<file path="src/rtl/shake_pkg.sv">
// Shared constants and helpers for the SHAKE pad/absorb feeder.
package shake_pkg;

    localparam int unsigned RATE_BYTES = 136;

    localparam logic [7:0] SHAKE_SUFFIX = 8'h1F;
    localparam logic [7:0] PAD_FINAL    = 8'h80;

    typedef enum logic [1:0] {
        FILL = 2'd0,
        PAD  = 2'd1,
        EMIT = 2'd2
    } pad_state_e;

    // Lane 0 is the most significant byte of the block.
    function automatic int unsigned lane_msb(input int unsigned rate_width, input int unsigned i);
        return rate_width - 1 - 8 * i;
    endfunction

endpackage

</file>
<file path="src/rtl/shake_pad_absorb_feeder.sv">
// Packs a byte stream into rate-sized blocks, applies SHAKE suffix and pad10*1,
// and hands finished blocks to the sponge core over valid/ready.
module shake_pad_absorb_feeder
    import shake_pkg::*;
#(
    parameter int unsigned RATE_WIDTH    = RATE_BYTES * 8,
    parameter logic [7:0]  DOMAIN_SUFFIX = SHAKE_SUFFIX,
    parameter logic [7:0]  FINAL_PAD     = PAD_FINAL
) (
    input  logic                  clk,
    input  logic                  reset,
    input  logic                  in_valid,
    output logic                  in_ready,
    input  logic [7:0]            in_data,
    input  logic                  in_last,
    input  logic                  in_empty,
    output logic                  blk_valid,
    input  logic                  blk_ready,
    output logic [RATE_WIDTH-1:0] blk_data,
    output logic                  blk_last,
    output logic [1:0]            debug_pad_fsm
);

    localparam int unsigned RB    = RATE_WIDTH / 8;
    localparam int unsigned IDX_W = $clog2(RB + 1);

    pad_state_e            state;
    logic [IDX_W-1:0]      idx;
    logic [IDX_W-1:0]      idx_inc;
    logic [IDX_W-1:0]      next_free;
    logic                  pend_pad;
    logic                  lane_wr;
    logic [7:0]            lane_byte;
    logic [RATE_WIDTH-1:0] data_next;

    assign in_ready      = (state == FILL) && !reset;
    assign blk_valid     = (state == EMIT);
    assign debug_pad_fsm = state;

    assign idx_inc   = idx + IDX_W'(1);
    assign next_free = in_empty ? idx : idx_inc;
    assign lane_wr   = ((state == FILL) && in_valid && !in_empty) || (state == PAD);
    assign lane_byte = (state == PAD) ? DOMAIN_SUFFIX : in_data;

    // Single lane writer shared by message bytes and the domain suffix.
    always_comb begin
        data_next = blk_data;
        for (int unsigned i = 0; i < RB; i++) begin
            if (lane_wr && (idx == IDX_W'(i))) begin
                data_next[lane_msb(RATE_WIDTH, i) -: 8] = lane_byte;
            end
        end
        if (state == PAD) begin
            data_next[7:0] = data_next[7:0] | FINAL_PAD;
        end
    end

    always_ff @(posedge clk or posedge reset) begin
        if (reset) begin
            state    <= FILL;
            idx      <= '0;
            pend_pad <= 1'b0;
            blk_data <= '0;
            blk_last <= 1'b0;
        end else begin
            unique case (state)
                FILL: begin
                    if (in_valid) begin
                        blk_data <= data_next;
                        if (in_last) begin
                            if (next_free == IDX_W'(RB)) begin
                                // Exactly full: padding goes into a separate block.
                                state    <= EMIT;
                                blk_last <= 1'b0;
                                pend_pad <= 1'b1;
                                idx      <= '0;
                            end else begin
                                state <= PAD;
                                idx   <= next_free;
                            end
                        end else if (!in_empty) begin
                            idx <= idx_inc;
                            if (idx == IDX_W'(RB - 1)) begin
                                state    <= EMIT;
                                blk_last <= 1'b0;
                            end
                        end
                    end
                end
                PAD: begin
                    blk_data <= data_next;
                    blk_last <= 1'b1;
                    state    <= EMIT;
                end
                EMIT: begin
                    if (blk_ready) begin
                        blk_data <= '0;
                        idx      <= '0;
                        if (pend_pad) begin
                            pend_pad <= 1'b0;
                            state    <= PAD;
                        end else begin
                            state <= FILL;
                        end
                    end
                end
                default: state <= FILL;
            endcase
        end
    end

endmodule

</file>
<file path="config.mk">
export PLATFORM = sky130hd
export DESIGN_NAME = shake_pad_absorb_feeder
export DESIGN_NICKNAME = d
export VERILOG_FILES = /design/src/rtl/shake_pkg.sv /design/src/rtl/shake_pad_absorb_feeder.sv
export SDC_FILE = /design/constraint.sdc
export NUM_CORES = 2
export LEC_CHECK = 0
export BUFFER_PORTS_ARGS = -buffer_cell sky130_fd_sc_hd__buf_4
export CAP_MARGIN = 20
export CORE_AREA = 3 3 435 437
export CTS_CLUSTER_DIAMETER = 100
export DETAILED_ROUTE_END_ITERATION = 10
export DIE_AREA = 0 0 438 440
export GPL_TIMING_DRIVEN = 0
export HOLD_SLACK_MARGIN = 0.05
export SYNTH_ARGS = -nofsm -noshare
export SYNTH_HDL_FRONTEND = slang
export SYNTH_SLANG_ARGS = --single-unit
</file>
<file path="constraint.sdc">
create_clock -name clk -period 62.7 [get_ports clk]
set_input_delay 15.675 -clock clk [delete_from_list [all_inputs] [get_ports clk]]
set_output_delay 15.675 -clock clk [all_outputs]
set_load 0.02 [all_outputs]
</file>
==> reports/qor.yml <==
outcome: "finished clean"
synth_fa_ha_area_frac: 0.00230
gp_congestion: 0.813
globalRouteTotalUtil: 0.194
syn_to_final_growth_pct: 37.4
grt_pass1_vias: 30408
grt_start_max_net_pins: 133
ant_nets: 0
row_count: 158
postSynthCellCount: 2798
postSynthAreaPerCell_um2: 15.6
cts_tree: "done"
vias: 29028
end_kind: "output pin"
synth_cell_types: 54
die-height_um: 440
placed_cell_area_um2: 55700
start_util: 0.235
final_util: 0.323
die_area_um2: 193000
cts_sinks: 1100
finalInstanceArea_um2: 59900
dp_hpwl_mm: 149
drive_gt1_frac: 0.632
hold_class: "flip-flop to flip-flop"
required_ps: 47020
grt-ovfl-total: 0
syn-cell-area_um2: 43600
synth_edf_count: 0
yosys.area_share.simple: 0.0246
clock_skew_ps: 37.1
cts-buffers-inserted: 121
async_flop_share: 1.00
wl_mm: 192
antenna_found_initial: 15
drtIter0Drc: 1341
ir_worst_vdd_uv: 32.7
cap_violations: 0
clockBufferDepth: 3
finalNetCount: 4079
h-tree-depth: 3
crit_arrival_ps: 16050
ys_ff_latch: 1100
maxSlewHeadroom: 0.260
synth_compound_area_frac: 0.0414
clk_pin_slew_ps: 60
ff2ff_setup_slack_ps: 58470
insertion_delay_ps: 770
cts-root-buf: "clkbuf_16"
fmax_mhz: 31.5
cts_resized: 0
layout.cells.most_common_list: "buf_4, dfrtp_1, mux2_2, nor2_1, clkbuf_1"
wl_per_cell_um: 29.0
ys_seq_area_frac: 0.632
postCtsSetupRepairBufs: 0
synth_top_family_by_area: "multiplexers"
port_buffers: 1105
drcViolationCount: 0
layout_commonest_cell: "buf_4"
rsz0062_at_grt: "false"
worst_pin_slew_ps: 1110
setup-violations-final: 0
worstPathMaxFanout: 2
worstSetupStartpointType: "input port"
syn_nets: 2820
fin_setup_tns_ps: 0
drtPass1Iterations: 5
viasPerCell: 4.37
synthMuxAreaShare: 0.281
power_density_nw_per_um2: 69.0
synth-xor-area-share: 0.000201
finalHoldViolCount: 0
min_period_over_period: 0.506
finalCriticalPeriod_ps: 31730
dieWidth_um: 438
yosysWarnings: 0
finalMaxSlewViolations: 0
io_pins: 1107
cts_hold_buf: 0
core_um2: 185000
worstSetupPathType: "input port to output pin"
ys.flop_type: "dfrtp_1"
p_leak_nw: 27.5
grt_pass1_wl_mm: 259
## critical path, cell delays in order
cell	delay (ps)
buf_4	130
nor2_1	90
buf_4	150
## path summary, 6_finish.rpt
kind,startpoint,end,cells after the start
setup / recovery,reset,in_ready,3
hold / removal,blk_data[645],blk_data[645],1
setup reg to reg,debug_pad_fsm[0],blk_data[923],9
hold reg to reg,blk_data[645],blk_data[645],1
max in group asynchronous,reset,blk_data[298],5
min in group asynchronous,reset,blk_data[870],2
## flip-flops by register name (all words and copies together) (netlist names)
name	count
idx	8
blk_last	1
blk_data	1088
pend_pad	1
debug_pad_fsm	2
## Yosys cell counts, types with 2 or more instances
cell	number	share of area
buf_2	33	0.0038
a21o_1	4	0.00069
nand4_1	2	0.00029
nand4b_1	3	0.00060
o21ai_0	5	0.00057
a31oi_1	3	0.00043
nor4_1	2	0.00029
o21ai_2	89	0.018
nor2b_1	6	0.00086
mux2_2	1087	0.28
dfrtp_1	1100	0.63
o31ai_1	2	0.00034
buf_6	3	0.00078
clkbuf_1	123	0.011
a31o_2	2	0.00040
nand3_1	15	0.0017
buf_4	13	0.0022
o22ai_1	2	0.00029
nor2_1	157	0.014
ha_1	8	0.0023
nor3b_1	2	0.00034
inv_1	10	0.00086
nand2_1	35	0.0030
nand3_2	7	0.0016
o21ai_4	46	0.017
a21oi_1	2	0.00023
nor3_1	5	0.00057
a32o_1	2	0.00046
and2_1	5	0.00072
## kinds of logic (layout without fill, tap and decap cells)
kind of cell / count (synthesis) / count (layout)
AO/OA/AOI/OAI: 171 / 171
adder cells (fa/ha/maj): 8 / 8
AND/OR/NAND/NOR: 245 / 245
other: 0 / 5
flip-flops: 1100 / 1100
multiplexers: 1089 / 1089
buffers and inverters: 184 / 1545
XOR/XNOR: 1 / 1
## per-layer routing
layer  global-route usage  vias to the layer above  wire length, µm
met5                    0                        -                0
met4               0.0721                        0             7490
met3               0.0539                      282            13100
met2                0.345                      958            99200
met1                0.221                    15315            72600
li1                     -                    12473                -
## cell type report
| type | instances | area [µm²] |
|---|---|---|
| fillers | 18656 | 126000 |
| diodes | 5 | 12.5 |
| flip-flops and latches | 1100 | 27500 |
| clock inverters | 50 | 671 |
| repair buffers | 1136 | 8990 |
| multi-input cells | 1514 | 15300 |
| plain buffers | 173 | 771 |
| inverters | 11 | 48.8 |
| clock buffers | 175 | 3480 |
| well taps | 2480 | 3100 |
## through the flow
step | instances | power, mW | hold slack [ps] | setup WS [ps]
after floorplan | 2798 | 2.36 | 467 | 16050
after global placement | 6383 | 3.40 | 484 | 2850
after detailed placement | 6412 | 3.45 | 485 | 30970
after CTS | 6637 | 4.20 | 498 | 30970
after global routing | 6641 | 4.33 | 510 | 30940
final | 6644 | 4.13 | 492 | 30970
## report_power, final
group | internal, mW | switching, mW | leakage, nW | total, mW
logic | 0.898 | 1.25 | 11.9 | 2.15
clock network | 0.429 | 0.313 | 2.03 | 0.742
registers | 1.06 | 0.184 | 13.5 | 1.24
No activity file was read; power rests on OpenSTA's default activity.
